**config.mk**
```make
export PLATFORM = sky130hd
export DESIGN_NAME = output_layer_mac
export DESIGN_NICKNAME = d
export VERILOG_FILES = /design/src/rtl/snn_out_pkg.sv /design/src/rtl/out_mac_acc.sv /design/src/rtl/output_layer_mac.sv
export SDC_FILE = /design/constraint.sdc
export NUM_CORES = 1
export LEC_CHECK = 0
export ABC_AREA = 1
export CORE_MARGIN = 5
export CORE_UTILIZATION = 60
export DETAILED_ROUTE_END_ITERATION = 10
export PLACE_DENSITY = 0.81
export SYNTH_ARGS = -nofsm -noshare
export SYNTH_HDL_FRONTEND = slang
export SYNTH_HIERARCHICAL = 1
export SYNTH_SLANG_ARGS = --single-unit
```
**constraint.sdc**
```tcl
create_clock -name clk -period 4.85 [get_ports clk]
set_input_delay 1.455 -clock clk [delete_from_list [all_inputs] [get_ports clk]]
set_output_delay 1.455 -clock clk [all_outputs]
set_load 0.01 [all_outputs]
```
**src/rtl/snn_out_pkg.sv**
```systemverilog
// Shared sizing and state encoding for the output-layer sequencer.
package snn_out_pkg;

   localparam int NUM_HID = 32;
   localparam int NUM_OUT = 10;
   localparam int ACC_W   = 22;

   localparam int HID_AW  = $clog2(NUM_HID);
   localparam int W_AW    = $clog2(NUM_HID * NUM_OUT);
   localparam int OUT_AW  = $clog2(NUM_OUT);

   typedef enum logic [2:0] {
      IDLE,
      ISSUE,
      DRAIN,
      WRITE,
      FIN
   } state_t;

endpackage

```
**src/rtl/out_mac_acc.sv**
```systemverilog
// Signed multiply-accumulate for one output neuron: unsigned activation
// times signed weight, summed into an ACC_W-bit signed accumulator.
module out_mac_acc
   import snn_out_pkg::*;
#(
   parameter int DATA_W = 8,
   parameter int COEF_W = 8
)(
   input  logic                     clk,
   input  logic                     rst_n,
   input  logic                     clr,
   input  logic                     en,
   input  logic [DATA_W-1:0]        act,
   input  logic signed [COEF_W-1:0] coef,
   output logic signed [ACC_W-1:0]  acc,
   output logic signed [ACC_W-1:0]  acc_sum
);

   localparam int PROD_W = DATA_W + COEF_W + 1;

   logic signed [DATA_W:0]   act_s;
   logic signed [PROD_W-1:0] prod_p1;
   logic signed [ACC_W-1:0]  prod_ext;

   // Zero-extend the activation so it multiplies as a non-negative signed value.
   always_comb begin
      act_s    = signed'({1'b0, act});
      prod_p1  = PROD_W'(act_s) * PROD_W'(coef);
      prod_ext = {{(ACC_W - PROD_W){prod_p1[PROD_W-1]}}, prod_p1};
      acc_sum  = acc + prod_ext;
   end

   // Accumulator: clear wins over enable so a new neuron always starts at zero.
   always_ff @(posedge clk or negedge rst_n) begin
      if (!rst_n)
         acc <= '0;
      else if (clr)
         acc <= '0;
      else if (en)
         acc <= acc_sum;
   end

endmodule

```
**src/rtl/output_layer_mac.sv**
```systemverilog
// Output-layer sequencer: walks the 10x32 weight ROM and hidden RAM, forms
// each output neuron's sum, writes the rectified/scaled byte and reports the
// argmax digit. Build option OUTPUT_LAYER_MAC_SAT_EN clamps the scaled
// output at 255 instead of keeping its low byte.
module output_layer_mac
   import snn_out_pkg::*;
#(
   parameter int SHIFT  = 7,
   parameter int DATA_W = 8,
   parameter int COEF_W = 8
)(
   input  logic                     clk,
   input  logic                     rst_n,
   input  logic                     start,
   output logic [HID_AW-1:0]        hid_addr,
   input  logic [DATA_W-1:0]        hid_q,
   output logic [W_AW-1:0]          w_addr,
   input  logic signed [COEF_W-1:0] w_q,
   output logic                     out_we,
   output logic [OUT_AW-1:0]        out_addr,
   output logic [7:0]               out_data,
   output logic [OUT_AW-1:0]        digit,
   output logic                     busy,
   output logic                     done
);

   localparam logic signed [ACC_W-1:0] OUT_MAX = ACC_W'(255);

   state_t                   state;
   state_t                   state_nxt;
   logic [OUT_AW-1:0]        neuron;
   logic                     vld_p0;
   logic                     vld_p1;
   logic                     mac_clr;
   logic                     last_hid;
   logic                     last_out;
   logic                     take;
   logic signed [ACC_W-1:0]  acc;
   logic signed [ACC_W-1:0]  acc_sum;
   logic signed [ACC_W-1:0]  best_acc;
   logic [OUT_AW-1:0]        best_idx;

   // Negative sums rectify to zero; positive sums are shifted down to a byte.
   function automatic logic [7:0] scale_out(input logic signed [ACC_W-1:0] a);
      logic signed [ACC_W-1:0] sh;
      sh = a >>> SHIFT;
      if (a[ACC_W-1])
         return 8'd0;
`ifdef OUTPUT_LAYER_MAC_SAT_EN
      if (sh > OUT_MAX)
         return 8'hFF;
`endif
      return 8'(sh);
   endfunction

   assign last_hid = (hid_addr == HID_AW'(NUM_HID - 1));
   assign last_out = (neuron == OUT_AW'(NUM_OUT - 1));
   // Neuron 0 seeds the best score; later neurons must be strictly greater.
   assign take     = (neuron == '0) || (acc > best_acc);

   // State register.
   always_ff @(posedge clk or negedge rst_n) begin
      if (!rst_n)
         state <= IDLE;
      else
         state <= state_nxt;
   end

   // Next-state and per-cycle strobes decoded from the current state.
   always_comb begin
      state_nxt = state;
      vld_p0    = 1'b0;
      mac_clr   = 1'b0;
      case (state)
         IDLE: begin
            mac_clr = 1'b1;
            if (start)
               state_nxt = ISSUE;
         end
         ISSUE: begin
            vld_p0 = 1'b1;
            if (last_hid)
               state_nxt = DRAIN;
         end
         DRAIN: state_nxt = WRITE;
         WRITE: begin
            mac_clr   = 1'b1;
            state_nxt = last_out ? FIN : ISSUE;
         end
         FIN:     state_nxt = IDLE;
         default: state_nxt = IDLE;
      endcase
   end

   // Read addresses: the weight address runs 0..319 without gaps because each
   // neuron's block follows the previous one, and the 5-bit hidden index wraps
   // from 31 back to 0 on its own. Both hold outside ISSUE.
   always_ff @(posedge clk or negedge rst_n) begin
      if (!rst_n) begin
         hid_addr <= '0;
         w_addr   <= '0;
      end else if (state_nxt == ISSUE) begin
         if (state == IDLE) begin
            hid_addr <= '0;
            w_addr   <= '0;
         end else begin
            hid_addr <= hid_addr + HID_AW'(1);
            w_addr   <= w_addr + W_AW'(1);
         end
      end
   end

   // Output-neuron counter.
   always_ff @(posedge clk or negedge rst_n) begin
      if (!rst_n)
         neuron <= '0;
      else if ((state == IDLE) && start)
         neuron <= '0;
      else if ((state == WRITE) && !last_out)
         neuron <= neuron + OUT_AW'(1);
   end

   // ---- stage p0 -> p1: memories return the issued pair one cycle later ----
   // Control strobes: read-valid pipe, busy, done and the write strobe.
   always_ff @(posedge clk or negedge rst_n) begin
      if (!rst_n) begin
         vld_p1 <= 1'b0;
         busy   <= 1'b0;
         done   <= 1'b0;
         out_we <= 1'b0;
      end else begin
         vld_p1 <= vld_p0;
         busy   <= (state_nxt == ISSUE) || (state_nxt == DRAIN) ||
                   (state_nxt == WRITE);
         done   <= (state == WRITE) && last_out;
         out_we <= (state == DRAIN);
      end
   end

   out_mac_acc #(
      .DATA_W (DATA_W),
      .COEF_W (COEF_W)
   ) u_mac (
      .clk     (clk),
      .rst_n   (rst_n),
      .clr     (mac_clr),
      .en      (vld_p1),
      .act     (hid_q),
      .coef    (w_q),
      .acc     (acc),
      .acc_sum (acc_sum)
   );

   // ---- stage p1 -> write: final sum leaves DRAIN, scored during WRITE ----
   // Result byte is captured from the sum that includes the last product;
   // argmax is updated from the settled accumulator during WRITE.
   always_ff @(posedge clk or negedge rst_n) begin
      if (!rst_n) begin
         out_addr <= '0;
         out_data <= '0;
         best_acc <= '0;
         best_idx <= '0;
         digit    <= '0;
      end else begin
         if (state == DRAIN) begin
            out_addr <= neuron;
            out_data <= scale_out(acc_sum);
         end
         if (state == WRITE) begin
            if (take) begin
               best_acc <= acc;
               best_idx <= neuron;
            end
            if (last_out)
               digit <= take ? neuron : best_idx;
         end
      end
   end

endmodule

```
==> Word level (Yosys, flattened, before mapping) <==
Cells that the tools add are included.
{ "word_totals": {"register_bits": 89, "in_bits": 19, "output_inout_bits": 33} }
{ "classes": {"add_sub_neg": 4, "multipliers": 1, "order_cmp": 1, "eq_ne": 8, "muxes": 17, "n_reduce_logical": 14} }
{ "op_table": {"columns": ["cell", "count"], "rows": [
  ["two-way mux 22 bit", 2],
  ["adder 22 x 17 -> 22 bit", 1],
  ["> comparator 22 bit", 1],
  ["multiplier 9 x 8 -> 17 bit", 1],
  ["two-way mux 8 bit", 2],
  ["== test 3 x 2 -> 1 bit (second input constant)", 4],
  ["two-way mux 4 bit", 3],
  ["case mux 3 bit (4 select lines)", 1],
  ["adder 9 x 1 -> 9 bit (second input constant)", 1],
  ["two-way mux 3 bit", 3],
  ["two-way mux 9 bit", 1],
  ["== test 3 x 1 -> 1 bit (second input constant)", 2],
  ["adder 5 x 1 -> 5 bit (second input constant)", 1],
  ["== test 5 bit (second input constant)", 1],
  ["two-way mux 5 bit", 1],
  ["adder 4 x 1 -> 4 bit (second input constant)", 1],
  ["== test 4 bit (second input constant)", 1],
  ["zero test 4 bit", 1],
  ["two-way mux 1 bit", 4],
  ["AND reduction 2 bit", 2],
  ["nonzero test 2 bit", 2],
  ["logical AND 1 bit", 3],
  ["zero test 3 bit", 1],
  ["logical OR 1 bit", 3],
  ["2 further kinds", 2]
]} }

==> Longest topological paths before layout <==
Gate-level depths: netlist of run 1.
{ "depth": {"word_depth": 6, "depth_mapped": 24, "depth_no_buf": 23} }

==> Cells and area by module <==
Netlist of run 1, hierarchy kept.
{ "modules_own_cells": {"columns": ["module", "n_inst", "cells_per_inst", "area_per_inst_um2", "seq_area_each_um2"], "rows": [
  ["out_mac_acc", 1, 545, 4169.0, 550.5],
  ["output_layer_mac", 1, 435, 3575.9, 1676.6]
]} }

==> Worst setup path before layout of run 1 <==
No wires, ideal clock.
{ "synth_path": {"kind": "input to register", "start": "in hid_q[0]", "end": "reg out_data[6]", "setup_ns": 0.066, "t_arrival_ns": 5.802, "required_time_ns": 4.784, "setup_slack_ns": -1.018, "cell_stages": 21, "cell_sequence": "clkbuf_1 -> or2_2 -> fa_1 -> fa_1 -> inv_1 -> fa_1 -> fa_1 -> fa_1 -> ha_1 -> nand2_1 -> inv_1 -> nand2_1 -> nand2_1 -> nand2_1 -> nand3_2 -> nand2_1 -> nand3_1 -> and2_1 -> inv_1 -> nand3_1 -> nand2_1"} }
{ "synth_between": {"elab_chain_cells": 5} }
{ "synth_rtl": {"columns": ["item", "line_no", "source"], "rows": [
  ["start, declared", "output_layer_mac.sv:16", "input logic [DATA_W-1:0] hid_q,"],
  ["multiplier 9 x 8 -> 17 bit", "out_mac_acc.sv:28", "prod_p1 = PROD_W'(act_s) * PROD_W'(coef);"],
  ["adder 22 x 17 -> 22 bit", "out_mac_acc.sv:30", "acc_sum = acc + prod_ext;"],
  ["named net acc_sum[21]", "output_layer_mac.sv:39", "logic signed [ACC_W-1:0] acc_sum;"],
  ["two-way mux 1 bit", "output_layer_mac.sv:47", "if (a[ACC_W-1])"],
  ["two-way mux 1 bit", "output_layer_mac.sv:165", "if (state == DRAIN) begin"],
  ["two-way mux 8 bit", "output_layer_mac.sv:53", "return 8'(sh);"],
  ["end signal, assigned", "output_layer_mac.sv:167", "out_data <= scale_out(acc_sum);"],
  ["end, declared", "output_layer_mac.sv:21", "output logic [7:0] out_data,"]
]} }
The timed path passes the listed nets, and every way through them passes these cells. The select of a mux whose other input is x is not followed.
A chain may end at the register's enable or synchronous reset.

==> Final worst setup path of run 1 <==
{ "layout_path": {"start": "in hid_q[7]", "end": "reg out_data[3]"} }
The elaborated chain is that of the path after synthesis.

==> results.md, run 1 <==
* Status: complete, but fails checks
* Failing checks: negative setup slack
* CP Launch Point: hid_q[7]
* Largest net degree at the start of global routing at 71
* RSZ-0062 raised after global routing: true
* Clock buffer count from CTS at 9
* Crit end category: flop
* Minimum clock period at 5.51 ns
* Total core area at 0.0126 mm2
* Area Overhead vs Synth at 28.0%
* Final Wtd Congestion at 0.899
* Worst hold start: best_acc[2]
* Worst Skew at 0.00754 ns
* Die height at 123 um
* Clock Path Buffers at 2
* CP Max Fanout at 8
* Remaining antenna violation count after routing at 0
* CTS Root Cell: clkbuf_16
* Final hold vios at 0
* Crit Reg-Reg Startpoint: u_mac/acc[7]
* Drt total wl at 20,700 um
* Final cell count without fillers at 1,273
* Initial antenna violation count at 0
* Final net count at 1,263
* WP data required at 5.08 ns
* Die X at 123 um
* Hold-fix buffers, CTS at 0
* Layout cells sized above 1 at 21.9%
* CP Class: primary input to flop
* Clock Sinks at 89
* 1st-iter DRT viols at 623
* CTS H-tree lvls at 3
* CP Data Arrival Time at 5.74 ns
* Initial Utilization at 61.0%
* Skew-Pair Late Insertion Delay at 0.34 ns
* Via count at 6,909
* CP startpoint kind: primary input
* Worst Hold Class: flop to flop
* GR Overflow Total at 0
* Max_slew headroom at 23.9%
* Cells after synthesis at 973
* Number of global-route vias before repair at 6,713
* Syn Area/Cell at 7.92 um2
* Final hold slack at 0.473 ns
* Clock transition at path regs at 0.06 ns
* Die area at 0.0152 mm2
* I/O Buffers at 51
* First-pass GRT wire length at 30,600 um
* Residual DRC at 0
* Crit path setup slack, layout at -0.663 ns
* DR WL/cell at 16.3 um
* Vias per inst at 5.43
* Final period utilization at 114%
* Final setup fails at 23
* Post-Syn Nets at 1,139
* YS warnings at 6
* Total Neg Setup Slack at -11.75 ns
* CTS tree: done
* Leading cell types in the layout, fill and taps excluded: nand2_1, inv_1, dfrtp_1, ha_1, buf_4
* Synthesized area at 0.00770 mm2
* # diodes at 0
* Setup WS pre-CTS at -1.37 ns
* GRT Resource Usage Total at 25.6%
* Commonest non-fill, non-tap cell in the layout: nand2_1
* Slew Limit Fails at 0
* Fmax at 181 MHz
* DR pass1 iterations at 5
* Post-DP HPWL at 13,500 um
* Placed Instances at 1,241
* Slew at the pin closest to its max-slew limit at 1.14 ns
* Row cnt at 41
* I/O pins at 52
* Max_cap viols at 0
## layer usage
layer	up-vias	track usage [%]	wire length, um
li1	3261	-	-
met5	-	0	0
met3	75	3.39	1190
met4	0	9.90	870
met2	294	45.6	10600
met1	3279	31.6	8000
## flip-flops by register name, summed over array words and instances (netlist names)
| name | count |
|---|---|
| digit | 4 |
| u_mac/acc | 22 |
| neuron | 4 |
| best_acc | 22 |
| out_we | 1 |
| hid_addr | 5 |
| vld_p1 | 1 |
| out_addr | 4 |
| best_idx | 4 |
| state | 3 |
| busy | 1 |
| done | 1 |
| w_addr | 9 |
| out_data | 8 |
## area by class of cell
class,instances,area [um2]
clock buffer,11,253
inverter,192,739
tap,172,215
sequential,89,2230
multi-input combinational,666,5160
clock inverter,4,76.3
fill,796,2760
timing repair buffer,139,1190
## through the flow
step / area (um2) / utilization (%)
finish: 9860 / 78.1
global route: 9860 / 78.1
CTS: 9520 / 75.4
detailed placement: 8910 / 70.6
global placement: 8910 / 70.6
floorplan: 7790 / -
## path summary, 6_finish.rpt
path	to	slack, ns	cells after the start
worst min-delay path	best_acc[2]	0.47	2
worst min register to register	best_acc[2]	0.47	2
worst max register to register	out_data[3]	0.14	21
min in group asynchronous	best_acc[7]	1.24	1
worst max-delay path	out_data[3]	-0.66	22
max in group asynchronous	best_acc[17]	2.83	2
## worst max-delay path, cell delays in order
cell             delay [ns]
clkdlybuf4s15_2        0.20
nand2_1                0.07
fa_1                   0.49
inv_1                  0.06
fa_1                   0.49
fa_1                   0.52
fa_1                   0.54
fa_2                   0.61
ha_4                   0.22
nand2_4                0.08
inv_2                  0.05
nand2_2                0.06
nand2_2                0.06
nand2_2                0.08
nand3_4                0.11
nand2_4                0.08
nand2_1                0.05
nand2_1                0.13
and2_4                 0.20
inv_8                  0.05
nand3_1                0.08
nand2_1                0.07
## repair_timing
| action | in CTS | in global routing |
|---|---|---|
| buffers inserted | 10 | 9 |
| endpoints found under the setup margin | 25 | 24 |
| pin swaps | 39 | 47 |
| gates resized for setup | 117 | 87 |
| gates cloned | 0 | 0 |
Power of run 1 is left out: the tool's default activity adds up to more than one toggle a clock period on the data nets, which glitch-free logic cannot reach.
==> run 2: changes to the inputs <==
CORE_UTILIZATION = 35   (was 60)
PLACE_DENSITY = not set   (was 0.81)
clock period = 6.1 ns   (was 4.85 ns; I/O delays follow)
==> results.md, run 2 (synthesized netlist as in run 1, its figures left out) <==
* Largest registers: best_acc: 22 flops, u_mac/acc: 22 flops, w_addr: 9 flops
* Worst hold start: best_acc[11]
* Remaining antenna violation count after routing at 0
* Worst Hold Class: flop to flop
* DR pass1 iterations at 5
* GR Overflow Total at 0
* Residual DRC at 0
* Minimum clock period at 5.86 ns
* Clock transition at path regs at 0.06 ns
* CTS H-tree lvls at 3
* 1st-iter DRT viols at 297
* Total core area at 0.0218 mm2
* Total Neg Setup Slack at 0 ns
* Final cell count without fillers at 1,364
* Largest net degree at the start of global routing at 49
* CTS Root Cell: clkbuf_16
* Final net count at 1,246
* First-pass GRT wire length at 30,600 um
* Most used cell, CP: nand2_1
* Clock Sinks at 89
* Leading cell types in the layout, fill and taps excluded: nand2_1, inv_1, ha_1, dfrtp_1, buf_4
* Final Wtd Congestion at 0.842
* Clock buffer count from CTS at 9
* GRT Resource Usage Total at 15.0%
* RR Endpoint: out_data[3]
* Via count at 6,346
* Placed instance area at 0.00895 mm2
* # fillers at 2,212
* Clock Path Buffers at 2
* Hold Path Depth at 2
* Fmax at 171 MHz
* Number of global-route vias before repair at 6,411
* Crit end category: flop
* # diodes at 0
* Final period utilization at 96.1%
* WP buf/inv at 8
* Initial Utilization at 35.4%
* Initial antenna violation count at 0
* Slew Limit Fails at 0
* Layout cells sized above 1 at 13.5%
* Max_cap viols at 0
* Post-DP HPWL at 14,200 um
* Worst reg2reg path depth at 21
* Worst Skew at 0.00563 ns
* Final setup fails at 0
* Max_slew headroom at 31.8%
* Post-layout instance area at 0.00942 mm2
* Skew-Pair Late Insertion Delay at 0.34 ns
* Vias per inst at 4.65
* Critical path's slowest cell: fa_1
* Slew at the pin closest to its max-slew limit at 1.02 ns
* Area Overhead vs Synth at 22.3%
* Largest delay share family, worst path: adder cells
* CP Data Arrival Time at 6.14 ns
* CP Class: primary input to flop
* Final hold vios at 0
* Max incr delay on CP at 0.54 ns
* Row cnt at 54
* I/O pins at 52
* Placed Instances at 1,344
* Drt total wl at 17,700 um
* DR WL/cell at 13.0 um
* Die X at 158 um
* Status: finished clean
* Commonest non-fill, non-tap cell in the layout: nand2_1
* Die height at 158 um
* Crit Reg-Reg Startpoint: u_mac/acc[7]
* CTS tree: done
* CP Max Fanout at 8
* Hold Crit Endpoint: best_acc[11]
* CP startpoint kind: primary input
* I/O Buffers at 51
* Die area at 0.0251 mm2
* WP data required at 6.37 ns
* R2R Setup Slk at 1.69 ns
==> run 2: cell types whose count changed in the layout (fill, tap and decap cells not counted), moves of 5 or more <==
cell,before,now
buf_4,77,69
inv_1,178,183
nand3_1,49,68
ha_4,11,5
buf_2,6,0
dlygate4sd2_1,0,8
nand2_4,6,1
nand2_1,264,276
buf_6,17,3
ha_1,84,91
nand2_2,20,14
nand3_2,18,3
==> run 2: worst max-delay path by stage <==
stage / to / start / cells past startpoint
detailed placement: out_data[4] / w_q[7] / 22
floorplan: out_data[6] / hid_q[0] / 21
global placement: out_data[1] / w_q[7] / 22
global route: u_mac/acc[20] / hid_q[6] / 21
CTS: out_data[4] / w_q[1] / 24
finish: out_data[3] / w_q[5] / 25
==> run 2: routing by layer <==
metal / vias to the layer above / part of all wire, % / track usage (%)
met1: 3017 / 50 / 22.4
met3: 13 / 3.6 / 1.98
met4: 0 / 0.88 / 2.44
li1: 3227 / - / -
met5: - / 0 / 0
met2: 89 / 46 / 23.9
==> run 2: area by class of cell <==
| class | instances | area (um2) | area share [%] |
|---|---|---|---|
| Clock inverter | 4 | 76.3 | 0.810 |
| Timing Repair Buffer | 122 | 1040 | 11.0 |
| Sequential cell | 89 | 2230 | 23.6 |
| Tap cell | 280 | 350 | 3.72 |
| Clock buffer | 11 | 243 | 2.58 |
| Multi-Input combinational cell | 666 | 4760 | 50.5 |
| Inverter | 192 | 728 | 7.73 |
==> run 2: worst register-to-register path, cell delays in order (launching register included) <==
cell	delay, ns
dfrtp_1	0.39
inv_1	0.11
fa_1	0.54
inv_1	0.05
fa_1	0.46
fa_1	0.56
fa_1	0.44
fa_1	0.53
ha_4	0.32
nand2_4	0.06
inv_2	0.05
nand2_1	0.04
nand2_1	0.05
nand2_1	0.05
nand3_2	0.09
nand2_2	0.06
nand2_1	0.06
nand2_1	0.07
and2_4	0.17
inv_6	0.07
nand3_1	0.07
nand2_1	0.09
==> run 2: per-stage QoR <==
stage          util (%)  setup WS (ns)  hold slack, ns
2_1_floorplan         -         0.0124           0.442
3_3_place_gp       41.2         -0.636           0.453
3_5_place_dp       41.2         -0.708           0.458
4_1_cts            42.7        0.00601           0.474
5_1_grt            43.3        -0.0174           0.484
6_report           43.3          0.236           0.471
==> run 2: timing repair <==
item	CTS	global route
setup buffers	3	2
setup endpoints to repair	20	21
gates resized for setup	17	37
hold buffers	0	0
cloned	0	0
pin swaps	2	14
Power of run 2 is left out for the same reason.
